File: src/rtl/seg_scan_controller.sv
// ============================================================================
// Module      : seg_scan_controller
// Description : Eight-digit seven-segment scan controller. Each digit gets one
//               slot of fixed length, starting with a blanking interval.
//               The optional macro SEG_LEADING_ZERO_BLANK_EN darkens leading
//               zero digits.
// Revision    : 1.0 - initial release
// ============================================================================
`default_nettype none

module seg_scan_controller #(
  parameter int REFRESH_DIV  = 100000,
  parameter int BLANK_CYCLES = 1000
) (
  input  logic        clk,
  input  logic        reset,
  input  logic        en,
  input  logic [31:0] digits,
  input  logic [7:0]  digit_en,
  input  logic [7:0]  dp_in,
  output logic [7:0]  E,
  output logic [6:0]  CA2G,
  output logic        dp,
  output logic [2:0]  digit_idx,
  output logic        frame_tick
);

  localparam int              c_cw         = (REFRESH_DIV > 1) ? $clog2(REFRESH_DIV) : 1;
  localparam logic [c_cw-1:0] c_blank_last = c_cw'(BLANK_CYCLES - 1);
  localparam logic [c_cw-1:0] c_slot_last  = c_cw'(REFRESH_DIV - 1);

  typedef enum logic [1:0] {
    S_IDLE  = 2'd0,
    S_BLANK = 2'd1,
    S_SHOW  = 2'd2
  } state_t;

  state_t          r_state;
  logic [c_cw-1:0] r_cnt;
  logic            r_snap_en;

  logic [2:0] w_nidx;
  logic [3:0] w_nib;
  logic       w_lz;
  logic       w_en;
  logic       w_dp;

  function automatic logic [6:0] f_hex7(input logic [3:0] n);
    case (n)
      4'h0: f_hex7 = 7'b0000001;
      4'h1: f_hex7 = 7'b1001111;
      4'h2: f_hex7 = 7'b0010010;
      4'h3: f_hex7 = 7'b0000110;
      4'h4: f_hex7 = 7'b1001100;
      4'h5: f_hex7 = 7'b0100100;
      4'h6: f_hex7 = 7'b0100000;
      4'h7: f_hex7 = 7'b0001111;
      4'h8: f_hex7 = 7'b0000000;
      4'h9: f_hex7 = 7'b0000100;
      4'hA: f_hex7 = 7'b0001000;
      4'hB: f_hex7 = 7'b1100000;
      4'hC: f_hex7 = 7'b0110001;
      4'hD: f_hex7 = 7'b1000010;
      4'hE: f_hex7 = 7'b0110000;
      default: f_hex7 = 7'b0111000;
    endcase
  endfunction

  // Snapshot source: the digit that owns the slot about to start.
  always_comb begin
    w_nidx = (r_state == S_SHOW) ? digit_idx + 3'd1 : 3'd0;
    w_nib  = digits[{w_nidx, 2'b00} +: 4];
    w_lz   = 1'b0;
`ifdef SEG_LEADING_ZERO_BLANK_EN
    w_lz   = (w_nidx != 3'd0) && ((digits >> {w_nidx, 2'b00}) == 32'h0);
`endif
    w_en   = digit_en[w_nidx] & ~w_lz;
    w_dp   = dp_in[w_nidx] & ~w_lz;
  end

  always_ff @(posedge clk) begin
    if (!reset || !en) begin
      r_state    <= S_IDLE;
      r_cnt      <= '0;
      r_snap_en  <= 1'b0;
      digit_idx  <= 3'd0;
      E          <= 8'hFF;
      CA2G       <= 7'h7F;
      dp         <= 1'b1;
      frame_tick <= 1'b0;
    end else begin
      frame_tick <= 1'b0;
      case (r_state)
        S_IDLE: begin
          r_state   <= S_BLANK;
          r_cnt     <= '0;
          digit_idx <= 3'd0;
          r_snap_en <= w_en;
          E         <= 8'hFF;
          CA2G      <= f_hex7(w_nib);
          dp        <= ~w_dp;
        end
        S_BLANK: begin
          r_cnt <= r_cnt + 1'b1;
          if (r_cnt == c_blank_last) begin
            r_state <= S_SHOW;
            E       <= r_snap_en ? ~(8'd1 << digit_idx) : 8'hFF;
          end
        end
        S_SHOW: begin
          if (r_cnt == c_slot_last) begin
            r_state    <= S_BLANK;
            r_cnt      <= '0;
            digit_idx  <= w_nidx;
            r_snap_en  <= w_en;
            E          <= 8'hFF;
            CA2G       <= f_hex7(w_nib);
            dp         <= ~w_dp;
            frame_tick <= (digit_idx == 3'd7);
          end else begin
            r_cnt <= r_cnt + 1'b1;
          end
        end
        default: r_state <= S_IDLE;
      endcase
    end
  end

endmodule

`default_nettype wire

File: config.mk
export PLATFORM = sky130hd
export DESIGN_NAME = seg_scan_controller
export DESIGN_NICKNAME = d
export VERILOG_FILES = /design/src/rtl/seg_scan_controller.sv
export SDC_FILE = /design/constraint.sdc
export NUM_CORES = 1
export LEC_CHECK = 0
export CAP_MARGIN = 20
export CORE_ASPECT_RATIO = 2
export CORE_UTILIZATION = 30
export CTS_BUF_LIST = sky130_fd_sc_hd__clkbuf_8
export DETAILED_ROUTE_END_ITERATION = 10
export GPL_TIMING_DRIVEN = 0
export SLEW_MARGIN = 20
export SYNTH_ARGS = -nofsm -noshare
export SYNTH_HDL_FRONTEND = slang
export SYNTH_SLANG_ARGS = --single-unit
File: constraint.sdc
create_clock -name clk -period 7.9 [get_ports clk]
set_input_delay 1.58 -clock clk [delete_from_list [all_inputs] [get_ports clk]]
set_output_delay 1.58 -clock clk [all_outputs]
set_load 0.005 [all_outputs]
* Word level (Yosys, flattened, before mapping) *
Memories as Yosys holds them, arrays and structs flattened.
Cells that the tools add are included.

cells by class
  reduce and logical (&&, ||, !) cells = 10
  divide/modulo/power cells = 0
  muxes and demuxes = 22
  shifts and indexed selects = 2
  multipliers = 0
  bitwise operators = 4
  equality and inequality tests = 7
  $lt $le $gt $ge = 1
  add/sub/neg operators = 2

operators by type and width
  kind                   count
  $pmux 17 s3            1
  $shiftx 32x6->4        1
  $mux 8                 3
  $pmux 8 s3             1
  $add 17x1->17 const B  1
  $eq 17x10->1 const B   1
  $eq 17x17->1 const B   1
  $mux 17                1
  $pmux 7 s2             1
  $not 8->8              1
  $shl 1x3->8 const A    1
  $mux 7                 1
  $bmux 1 s3             2
  $mux 3                 2
  $pmux 2 s3             1
  $pmux 3 s2             1
  $lt 3x4->1 const B     1
  $mux 1                 4
  $mux 2                 2
  $pmux 1 s2             2
  $reduce_and 2->1       2
  $add 3x1->3 const B    1
  $eq 3x3->1 const B     1
  $not 1->1              3
  11 further kinds       12

storage, ports and cells
  memories = 2
  register bits = 40
  bits in latches = 0
  RAM bits = 0
  memory bits (read-only) = 224
  output and inout port bits = 20

memory list
  memory           depth  bits a word  read ports  clocked after memory_dff  write ports  RTL line  source
  (no name shown)  16     7            1           0                         0            49        case (n)
  (no name shown)  16     7            1           0                         0            49

* Longest topological paths before layout *
  depth after elaboration = 7
  mapped depth = 15
  gate-level depth less buffers = 12

* Least setup slack after synthesis *
OpenSTA, ideal clock, no wires.

  path type = input to register
  from = input digits[20]
  to = register CA2G[3]
  arrival = 3,192 ps
  slack = 4,580 ps
  cell stages on the path = 7
  setup time = 127 ps
  path buffers = 0
  required time = 7,773 ps
  cell sequence = or3_1 -> a41oi_1 -> inv_1 -> ha_1 -> nor2_1 -> a2111oi_0 -> or3b_1

on the way
  word-level cells in the longest chain between the ends = 4

RTL lines
  item                    RTL line  source
  start: declaration      18        input logic [31:0] digits,
  $shiftx 32x6->4 *       72        w_nib = digits[{w_nidx, 2'b00} +: 4];
  $mem_v2 16x7            n/a
  $mux 7                  111       if (r_cnt == c_slot_last) begin
  $pmux 7 s2 *            93        case (r_state)
  end signal: assignment  100       CA2G <= f_hex7(w_nib);
  end signal: assignment  117       CA2G <= f_hex7(w_nib);
  end: declaration        22        output logic [6:0] CA2G,

Every way passes the cells marked *; elsewhere a longest branch is shown, timed or not. The select of a mux whose other input is x is not followed.
A chain may end at the register's enable or synchronous reset.

* Worst setup path in the final report *
Ends and elaborated chain as after synthesis.

==> impl_metrics.py <==
metrics = {
    "sta": {
        "relSlewSlack_pct": 47.53,
        "final_hold_viol_count": 0,
        "skew_ns": 0.004567,
        "worst_pin_slew_ns": 0.7851,
        "setup_ws_ns": 4.160,
        "fmax_mhz": 267.4,
        "report.final.setup_viol": 0,
        "period_minus_slack_ns": 3.740,
        "rsz0062_at_grt": "no",
        "finalSetupTns_ns": 0,
        "drv_slew": 0,
        "min_period_over_period_pct": 47.34,
    },
    "floorplan": {
        "die-area_sq_mm": 0.009454,
        "dieWidth_microns": 69.26,
        "core.rowCount": 48,
        "start_util_pct": 31.16,
        "core_area_sq_mm": 0.008708,
        "ioPinCount": 71,
        "die_y_microns": 136.5,
    },
    "yosys": {
        "postSynth.asyncResetShare_pct": 0,
        "syn_area_per_cell_sq_um": 8.249,
        "synthFlopType": "dfxtp_1",
        "yosys_warnings": 0,
        "ys_types": 62,
        "synth_edf_count": 0,
        "ys_seq_elements": 40,
        "synthCells": 329,
        "syn-num-nets": 397,
        "synth_seq_area_share_pct": 29.51,
        "syn_area_sq_mm": 0.002714,
    },
    "global_route": {
        "antenna_found_initial": 0,
        "grt-ovfl-total": 0,
        "grt_pass1_wl_microns": 12970,
        "grt_max_degree": 14,
        "grtUsageTotal_pct": 17.26,
        "grt_pass1_vias": 2805,
    },
    "power_and_ir_drop": {
        "leakage_nw": 1.281,
        "irDropWorstVdd_uv": 54.62,
        "p_per_area_mw_per_mm2": 120.8,
    },
    "worst_setup_path": {
        "arrival_ns": 3.93,
        "criticalPathCategory": "in -> reg",
        "cp-start-kind": "input port",
        "crit_family": "simple AND/OR/NAND/NOR gates",
        "crit_slowest_cell": "a41oi_1",
        "cp.required_ns": 8.09,
        "worstPathCellList": "clkdlybuf4s50_1 -> or3_1 -> a41oi_1 -> inv_1 -> ha_1 -> nor2_1 -> a2111oi_0 -> or3b_1",
        "crit_fanout": 5,
        "crit_buf_inv": 2,
        "end_kind": "register",
        "slowest_delay_ns": 0.53,
    },
    "final_layout": {
        "area_growth_syn_to_layout_pct": 34.53,
        "final_common_cell": "clkdlybuf4s50_1",
        "layout-drive-gt1-share_pct": 8.845,
        "register_area_sq_um": 800.8,
        "multiInputGateArea_sq_mm": 0.001745,
        "nFillCells": 885,
        "num_antenna_cells": 0,
        "fin_nets": 474,
        "layout_common_cells": "clkdlybuf4s50_1, dfxtp_1, nand2_1, nor2_1, o21ai_0",
    },
    "clock_network": {
        "cts_tree": "built",
        "cts_sinks": 40,
        "numCtsBuffers": 5,
        "clock_path_buffers": 2,
        "worstSkewPairLatency_ns": 0.30,
        "postCtsHoldBufs": 0,
        "clkTransAtPathRegs_ns": 0.08,
        "cts.repair.resized": 0,
        "htreeDepth": 2,
        "post-cts-setup-buffers": 0,
        "cts_root_buf": "clkbuf_8",
    },
    "placement": {
        "io_buffers": 70,
        "place_ws_ns": 3.765,
        "dp_hpwl_microns": 6451,
        "place.gp.congestion": 0.8180,
    },
    "route": {
        "viasPerCell": 5.462,
        "initialDrtViolationCount": 87,
        "dr.pass1.iters": 4,
        "routed_wl_microns": 7969,
        "dr_total_vias": 2769,
        "remaining_drc_errors": 0,
        "wl_per_cell_microns": 15.72,
        "ant_nets": 0,
    },
    "hold_path": {
        "hp-class": "reg -> reg",
    },
    "job": {
        "drv_cap": 0,
    },
    "outcome": {
        "status": "finished clean",
    },
}
==> stage by stage <==
| step | instance area (sq um) | hold WS (ns) | util [%] | total power [mW] | std cells |
|---|---|---|---|---|---|
| 2_1_floorplan | 2714 | 0.4430 | - | 0.2378 | 329 |
| 6_report | 3651 | 0.4896 | 41.93 | 0.4411 | 507 |
| 4_1_cts | 3651 | 0.4941 | 41.93 | 0.4467 | 507 |
| 5_1_grt | 3651 | 0.5134 | 41.93 | 0.4582 | 507 |
| 3_3_place_gp | 3540 | 0.4593 | 40.65 | 0.2752 | 499 |
| 3_5_place_dp | 3540 | 0.4782 | 40.65 | 0.2761 | 499 |
==> cell type report <==
type                            count  area share, %
Timing Repair Buffer               70          19.19
Tap cell                          100          3.427
Multi-Input combinational cell    253          47.81
Clock inverter                      3          1.165
Inverter                           14          1.439
Sequential cell                    40          21.93
Buffer                             22          3.153
Clock buffer                        5          1.885
==> kinds of logic after synthesis <==
family	count (synthesis)	synth area share (%)
AND/OR/NAND/NOR	131	25.91
AO/OA/AOI/OAI	89	23.24
flip-flops	40	29.51
buffers and inverters	36	6.178
adder cells (fa/ha/maj)	17	7.838
multiplexers	14	6.685
XOR/XNOR	2	0.6456
==> layer usage <==
layer | share of wire, % | global-route usage (%) | vias to the layer above
li1 | - | - | 1375
met4 | 3.0 | 8.844 | 0
met2 | 60 | 36.52 | 71
met1 | 34 | 15.20 | 1311
met3 | 2.9 | 2.062 | 12
met5 | 0 | 0 | -
==> Yosys cell counts, drive strengths merged, types with 6 or more instances <==
master   count  area share, %
nand3       21            3.9
mux2i        8            3.0
ha          17            7.8
inv         14            1.9
o21ai       28            5.2
nand2       30            4.1
a21oi       10            1.8
nand4        6            1.4
nor2b        7            1.6
a2111oi      6            2.3
buf         16            3.4
clkbuf       6           0.83
nor2        25            3.5
dfxtp       40             30
==> final timing paths <==
check                                               start                   end  slack (ns)  cells after the start
worst max register to register  digit_idx[0]$_SDFFE_PP0P_  CA2G[3]$_SDFFE_PP1P_        4.29                     12
worst max-delay path                           digits[20]  CA2G[3]$_SDFFE_PP1P_        4.16                      8
worst min-delay path                 CA2G[1]$_SDFFE_PP1P_  CA2G[1]$_SDFFE_PP1P_        0.49                      1
worst min register to register       CA2G[1]$_SDFFE_PP1P_  CA2G[1]$_SDFFE_PP1P_        0.49                      1
==> registers in the layout (all words and copies together) (netlist names) <==
register    count
r_cnt          17
frame_tick      1
r_state         2
dp              1
E               8
digit_idx       3
r_snap_en       1
CA2G            7
==> power breakdown <==
| group | total, mW | switching (mW) | leakage [nW] | internal, mW |
|---|---|---|---|---|
| Clock | 0.170 | 0.0765 | 0.0541 | 0.0935 |
| Combinational | 0.0639 | 0.0246 | 0.902 | 0.0393 |
| Sequential | 0.207 | 0.00243 | 0.325 | 0.205 |
(Power assumes the default switching activity.)
